$ cat src/rtl/muldiv_unit.sv
// muldiv_unit: iterative radix-2 multiply/divide engine that owns the HI/LO registers.
// MULT/MULTU use a shift-add datapath. DIV/DIVU use a restoring shift-subtract datapath.
// By default every operation takes WIDTH RUN cycles.
// Optional early-out build: define MULDIV_EARLY_OUT_EN. With it, a multiply stops once the
// remaining multiplier bits are all zero, and a divide skips the leading zeros of |a|.
module muldiv_unit #(
   parameter int WIDTH = 32
) (
   input  logic             clock,
   input  logic             reset,
   input  logic             start,
   input  logic [1:0]       op,
   input  logic [WIDTH-1:0] a,
   input  logic [WIDTH-1:0] b,
   input  logic             wr_hi,
   input  logic             wr_lo,
   input  logic [WIDTH-1:0] wd,
   output logic             busy,
   output logic             done,
   output logic [WIDTH-1:0] hi,
   output logic [WIDTH-1:0] lo
);

   localparam int CW = (WIDTH > 1) ? $clog2(WIDTH) : 1;

   localparam logic [1:0] S_IDLE = 2'd0;
   localparam logic [1:0] S_RUN  = 2'd1;
   localparam logic [1:0] S_DONE = 2'd2;

   logic [1:0]         state_q, state_d;
   logic [2*WIDTH-1:0] acc_q, acc_d;    // mul: {partial product, multiplier}; div: {remainder, dividend/quotient}
   logic [WIDTH-1:0]   opnd_q, opnd_d;  // |multiplicand| or |divisor|
   logic [CW-1:0]      cnt_q, cnt_d;
   logic               is_div_q, is_div_d;
   logic               qneg_q, qneg_d;  // product / quotient sign
   logic               rneg_q, rneg_d;  // remainder sign (dividend sign)
   logic               dz_q, dz_d;      // divide by zero: quotient forced to all ones
   logic [WIDTH-1:0]   hi_q, hi_d;
   logic [WIDTH-1:0]   lo_q, lo_d;

   // per-step datapath signals
   logic               ready;
   logic               a_neg, b_neg;
   logic [WIDTH-1:0]   a_abs, b_abs;
   logic [WIDTH:0]     mul_sum;
   logic [WIDTH:0]     rem_sh;
   logic [WIDTH-1:0]   sub;
   logic               ge;
   logic [2*WIDTH-1:0] acc_n;
   logic [2*WIDTH-1:0] acc_fin;
   logic [2*WIDTH-1:0] prod;
   logic [WIDTH-1:0]   quo, rem;
   logic               last;

`ifdef MULDIV_EARLY_OUT_EN
   logic [CW-1:0]      lz;

   // Leading-zero count, clamped to WIDTH-1 so at least one RUN step always runs.
   function automatic logic [CW-1:0] lead_zeros(input logic [WIDTH-1:0] v);
      lead_zeros = CW'(WIDTH-1);
      for (int i = 0; i < WIDTH; i++)
         if (v[i]) lead_zeros = CW'(WIDTH-1-i);
   endfunction
`endif

   assign ready = (state_q == S_IDLE) || (state_q == S_DONE);
   assign busy  = (state_q == S_RUN);
   assign done  = (state_q == S_DONE);
   assign hi    = hi_q;
   assign lo    = lo_q;

   // Operand magnitudes and one radix-2 step of whichever operation is in flight.
   always_comb begin
      a_neg   = ~op[0] & a[WIDTH-1];
      b_neg   = ~op[0] & b[WIDTH-1];
      a_abs   = a_neg ? -a : a;
      b_abs   = b_neg ? -b : b;
      // multiply: add the multiplicand into the upper half if the multiplier LSB is set, then shift right
      mul_sum = {1'b0, acc_q[2*WIDTH-1:WIDTH]} + (acc_q[0] ? {1'b0, opnd_q} : '0);
      // divide: shift the next dividend bit into the remainder, then trial-subtract
      rem_sh  = acc_q[2*WIDTH-1:WIDTH-1];
      ge      = (rem_sh >= {1'b0, opnd_q});
      sub     = WIDTH'(rem_sh - {1'b0, opnd_q});
      if (is_div_q)
         acc_n = {(ge ? sub : rem_sh[WIDTH-1:0]), acc_q[WIDTH-2:0], ge};
      else
         acc_n = {mul_sum, acc_q[WIDTH-1:1]};
      last    = (cnt_q == '0);
      acc_fin = acc_n;
`ifdef MULDIV_EARLY_OUT_EN
      // The low cnt_q bits of acc_n are the unprocessed multiplier bits; once they are zero, the rest is a shift.
      if (!is_div_q && ((acc_n[WIDTH-1:0] & ~({WIDTH{1'b1}} << cnt_q)) == '0)) begin
         last    = 1'b1;
         acc_fin = acc_n >> cnt_q;
      end
`endif
      prod = qneg_q ? -acc_fin : acc_fin;
      quo  = dz_q ? '1 : (qneg_q ? -acc_fin[WIDTH-1:0] : acc_fin[WIDTH-1:0]);
      rem  = rneg_q ? -acc_fin[2*WIDTH-1:WIDTH] : acc_fin[2*WIDTH-1:WIDTH];
   end

   // Next-state control: accept start / MTHI / MTLO when ready, iterate in RUN, commit on the last step.
   always_comb begin
      state_d  = state_q;
      acc_d    = acc_q;
      opnd_d   = opnd_q;
      cnt_d    = cnt_q;
      is_div_d = is_div_q;
      qneg_d   = qneg_q;
      rneg_d   = rneg_q;
      dz_d     = dz_q;
      hi_d     = hi_q;
      lo_d     = lo_q;
`ifdef MULDIV_EARLY_OUT_EN
      lz       = lead_zeros(a_abs);
`endif
      case (state_q)
         S_IDLE, S_DONE: begin
            state_d = S_IDLE;
            if (start) begin
               // start takes priority over a same-cycle MTHI/MTLO write
               state_d  = S_RUN;
               is_div_d = op[1];
               qneg_d   = a_neg ^ b_neg;
               rneg_d   = a_neg;
               dz_d     = op[1] & (b == '0);
               cnt_d    = CW'(WIDTH-1);
               if (op[1]) begin
                  opnd_d = b_abs;
`ifdef MULDIV_EARLY_OUT_EN
                  acc_d  = {{WIDTH{1'b0}}, a_abs << lz};
                  cnt_d  = CW'(WIDTH-1) - lz;
`else
                  acc_d  = {{WIDTH{1'b0}}, a_abs};
`endif
               end else begin
                  opnd_d = a_abs;
                  acc_d  = {{WIDTH{1'b0}}, b_abs};
               end
            end else begin
               if (wr_hi) hi_d = wd;
               if (wr_lo) lo_d = wd;
            end
         end
         S_RUN: begin
            acc_d = acc_n;
            cnt_d = cnt_q - CW'(1);
            if (last) begin
               state_d = S_DONE;
               if (is_div_q) begin
                  hi_d = rem;
                  lo_d = quo;
               end else begin
                  hi_d = prod[2*WIDTH-1:WIDTH];
                  lo_d = prod[WIDTH-1:0];
               end
            end
         end
         default: state_d = S_IDLE;
      endcase
   end

   // State registers; reset aborts any operation without committing.
   always_ff @(posedge clock or posedge reset) begin
      if (reset) begin
         state_q  <= S_IDLE;
         acc_q    <= '0;
         opnd_q   <= '0;
         cnt_q    <= '0;
         is_div_q <= 1'b0;
         qneg_q   <= 1'b0;
         rneg_q   <= 1'b0;
         dz_q     <= 1'b0;
         hi_q     <= '0;
         lo_q     <= '0;
      end else begin
         state_q  <= state_d;
         acc_q    <= acc_d;
         opnd_q   <= opnd_d;
         cnt_q    <= cnt_d;
         is_div_q <= is_div_d;
         qneg_q   <= qneg_d;
         rneg_q   <= rneg_d;
         dz_q     <= dz_d;
         hi_q     <= hi_d;
         lo_q     <= lo_d;
      end
   end

endmodule

$ cat config.mk
export PLATFORM = sky130hd
export DESIGN_NAME = muldiv_unit
export DESIGN_NICKNAME = d
export VERILOG_FILES = /design/src/rtl/muldiv_unit.sv
export SDC_FILE = /design/constraint.sdc
export NUM_CORES = 1
export LEC_CHECK = 0
export CORE_MARGIN = 2
export CORE_UTILIZATION = 55
export DETAILED_ROUTE_END_ITERATION = 8
export PLACE_DENSITY = 0.78
export SLEW_MARGIN = 20
export SYNTH_ARGS = -nofsm -noshare
export SYNTH_HDL_FRONTEND = slang
export SYNTH_SLANG_ARGS = --single-unit
$ cat constraint.sdc
create_clock -name clock -period 7.6 [get_ports clock]
set_input_delay 1.52 -clock clock [delete_from_list [all_inputs] [get_ports clock]]
set_output_delay 1.52 -clock clock [all_outputs]
set_load 0.02 [all_outputs]
==> results_dict.tcl <==
set metrics [dict create \
    outcome "complete, no violations" \
    cp_cell_sequence "ha_1 > a21oi_1 > o21ai_0 > a41oi_1 > nor2b_1 > nor3_2 > a21oi_1 > a21oi_1 > ha_1 > o21ai_0 > and4b_1 > nand4_1 > nand2b_1 > or2_2 > and2_1 > nor2_1 > nand4b_1 > o41ai_2 > xor2_1 > o221ai_1" \
    hold_violations 0 \
    path_delay_family "simple AND/OR/NAND/NOR gates" \
    place_hpwl_um 43000 \
    fillers 2477 \
    diodes 0 \
    cp.required_ns 7.90 \
    grt_overflow 0 \
    grt_usage_pct 38.5 \
    grt_pass1_vias 14900 \
    route.detailed.drc 0 \
    antenna_found_initial 0 \
    hold_buffers 0 \
    area_growth_pct 16.4 \
    start_kind "flip-flop" \
    row_count 61 \
    max_slew_margin_pct 26.0 \
    min_period_ns 5.68 \
    yosys_warnings 0 \
    synth_cell_types 81 \
    crit_type "flip-flop to flip-flop" \
    crit_slowest_cell "nor3_2" \
    end_kind "flip-flop" \
    top_layer_used "met4" \
    coreArea_sq_um 27600 \
    clock-sinks 171 \
    whs_ns 0.486 \
    yosysMostFrequentCell "nand2_1" \
    crit_top_cell "a21oi_1" \
    yosys-top-cells-count "nand2_1 (287), o21ai_0 (181), dfrtp_1 (171), nor2_1 (163), a21oi_1 (154)" \
    synth_top_area_cell "dfrtp_1" \
    synth-main-ff-cell "dfrtp_1" \
    dr.first_iter.drc_count 1787 \
    die-area_sq_um 29200 \
    finalSetupTns_ns 0 \
    dr.pass1.iters 6 \
    ios 169 \
    die_h_um 171 \
    start_util_pct 55.4 \
    worst_slew_pin_slew_ns 1.09 \
    drv_slew 0 \
    hold_path.class "flip-flop to flip-flop" \
    cts_resized 0 \
    cts_tree "yes" \
    ys_seq_area_share_pct 28.0 \
    async_reset_ff_share_pct 100 \
    syn_avg_cell_area_sq_um 7.67 \
    fin_crit_sh_pct 74.7 \
    grt_pass1_wl_um 86000 \
    cts_buffers 17 \
    nets 2271 \
    fmax_mhz 176 \
    wl_per_cell_um 22.7 \
    critPathArrivalTime_ns 5.97 \
    die_w_um 171 \
    htree_num_levels 4 \
    fin_skew_ns 0.0162 \
    ys_ff_latch 171 \
    numPortBuffers 168 \
    drt-total-wl_um 56400 \
    setup_viol 0 \
    synth_fp_nets 2171 \
    met3WireLength_um 5510 \
    cts-root-buf "clkbuf_16" \
    wl_met1_um 23300 \
    drive_above_1_share_pct 4.65 \
    clockBufferDepth 2 \
    rsz0062_at_grt "no" \
    yosys-top-cells-area "dfrtp_1 (28%), nand2_1 (7.0%), o21ai_0 (5.9%)" \
    synthesis.area_sq_um 15300 \
    grt_max_degree 125 \
    clkTransAtPathRegs_ns 0.07 \
    wl_met2_um 24800 \
    cap_violations 0 \
    clk_latency_ns 0.45 \
    post_cts_buffers 0 \
    critPathBufInv 0 \
    max_stage_delay_ns 0.55 \
    syn_inst 1996 \
    via_count 16200 \
    cp_max_fo 10 \
    gp_congestion 1.01 \
    netlist.area_leader.share_pct 28.0 \
    synth_edf_count 0 \
    routed_via_density 6.51 \
    antenna_left 0 \
]
## area by class of cell
cell class | count | area (sq um) | share of cell area (%)
clock buffers | 18 | 429 | 2.41
clock inverters | 14 | 154 | 0.864
inverters | 74 | 283 | 1.59
multi-input cells | 1638 | 10300 | 57.9
flip-flops and latches | 171 | 4280 | 24.0
well taps | 378 | 473 | 2.65
repair buffers | 194 | 1870 | 10.5
## state kept, by name (all words and copies together), names as in the netlist
signal,cells
acc_q,64
cnt_q,5
dz_q,1
hi,32
is_div_q,1
lo,32
opnd_q,32
qneg_q,1
rneg_q,1
state_q,2
## cell usage in the layout, fill, tap and decap left out, drive strengths merged, types with 39 or more instances in the layout
cell type	count
o21ai	182
nor2	164
clkdlybuf4s50	167
nor3	54
nand2	289
dfrtp	171
a31oi	49
a21oi	156
ha	70
xor2	64
o221ai	39
xnor2	95
inv	80
nand3	45
and2	41
mux2i	50
## metrics by stage
stage                     worst slack [ns]  utilization, %  cell area [sq um]  instances
after floorplan                       1.45               -              15300       1996
after global placement                2.22            62.4              17200       2455
after detailed placement              2.07            62.4              17200       2455
after CTS                             2.05            64.5              17800       2487
after global routing                  1.51            64.5              17800       2487
final                                 1.92            64.5              17800       2487
## final timing paths
check,from,end,slack (ns),cells past startpoint
max,acc_q[57],hi[30],1.92,20
min,hi[2],hi[2],0.49,2
max reg2reg,acc_q[57],hi[30],1.92,20
min reg2reg,hi[2],hi[2],0.49,2
max in group asynchronous,reset,acc_q[1],4.75,3
min in group asynchronous,reset,lo[17],1.59,2
## tightest hold or removal path, cell delays in order (launching register included)
cell	delay, ns
dfrtp_1	0.35
nand2_1	0.04
o21ai_0	0.06
## cell families after synthesis
logic type / after synthesis / share of synthesized area, %
AND/OR/NAND/NOR: 717 / 21.7
AO/OA/AOI/OAI: 630 / 26.4
buffers and inverters: 187 / 4.82
flip-flops: 171 / 28.0
XOR/XNOR: 159 / 9.10
adder cells (fa/ha/maj): 72 / 5.98
multiplexers: 60 / 4.00
## metal layers
layer  track usage (%)  up-vias
met1              52.4     7745
met4              17.9        0
met3              7.61      133
met5                 0        -
li1                  -     7426
met2              59.0      879
Power is left out: the tool's default activity adds up to more than one toggle a clock period on the data nets, which glitch-free logic cannot reach.
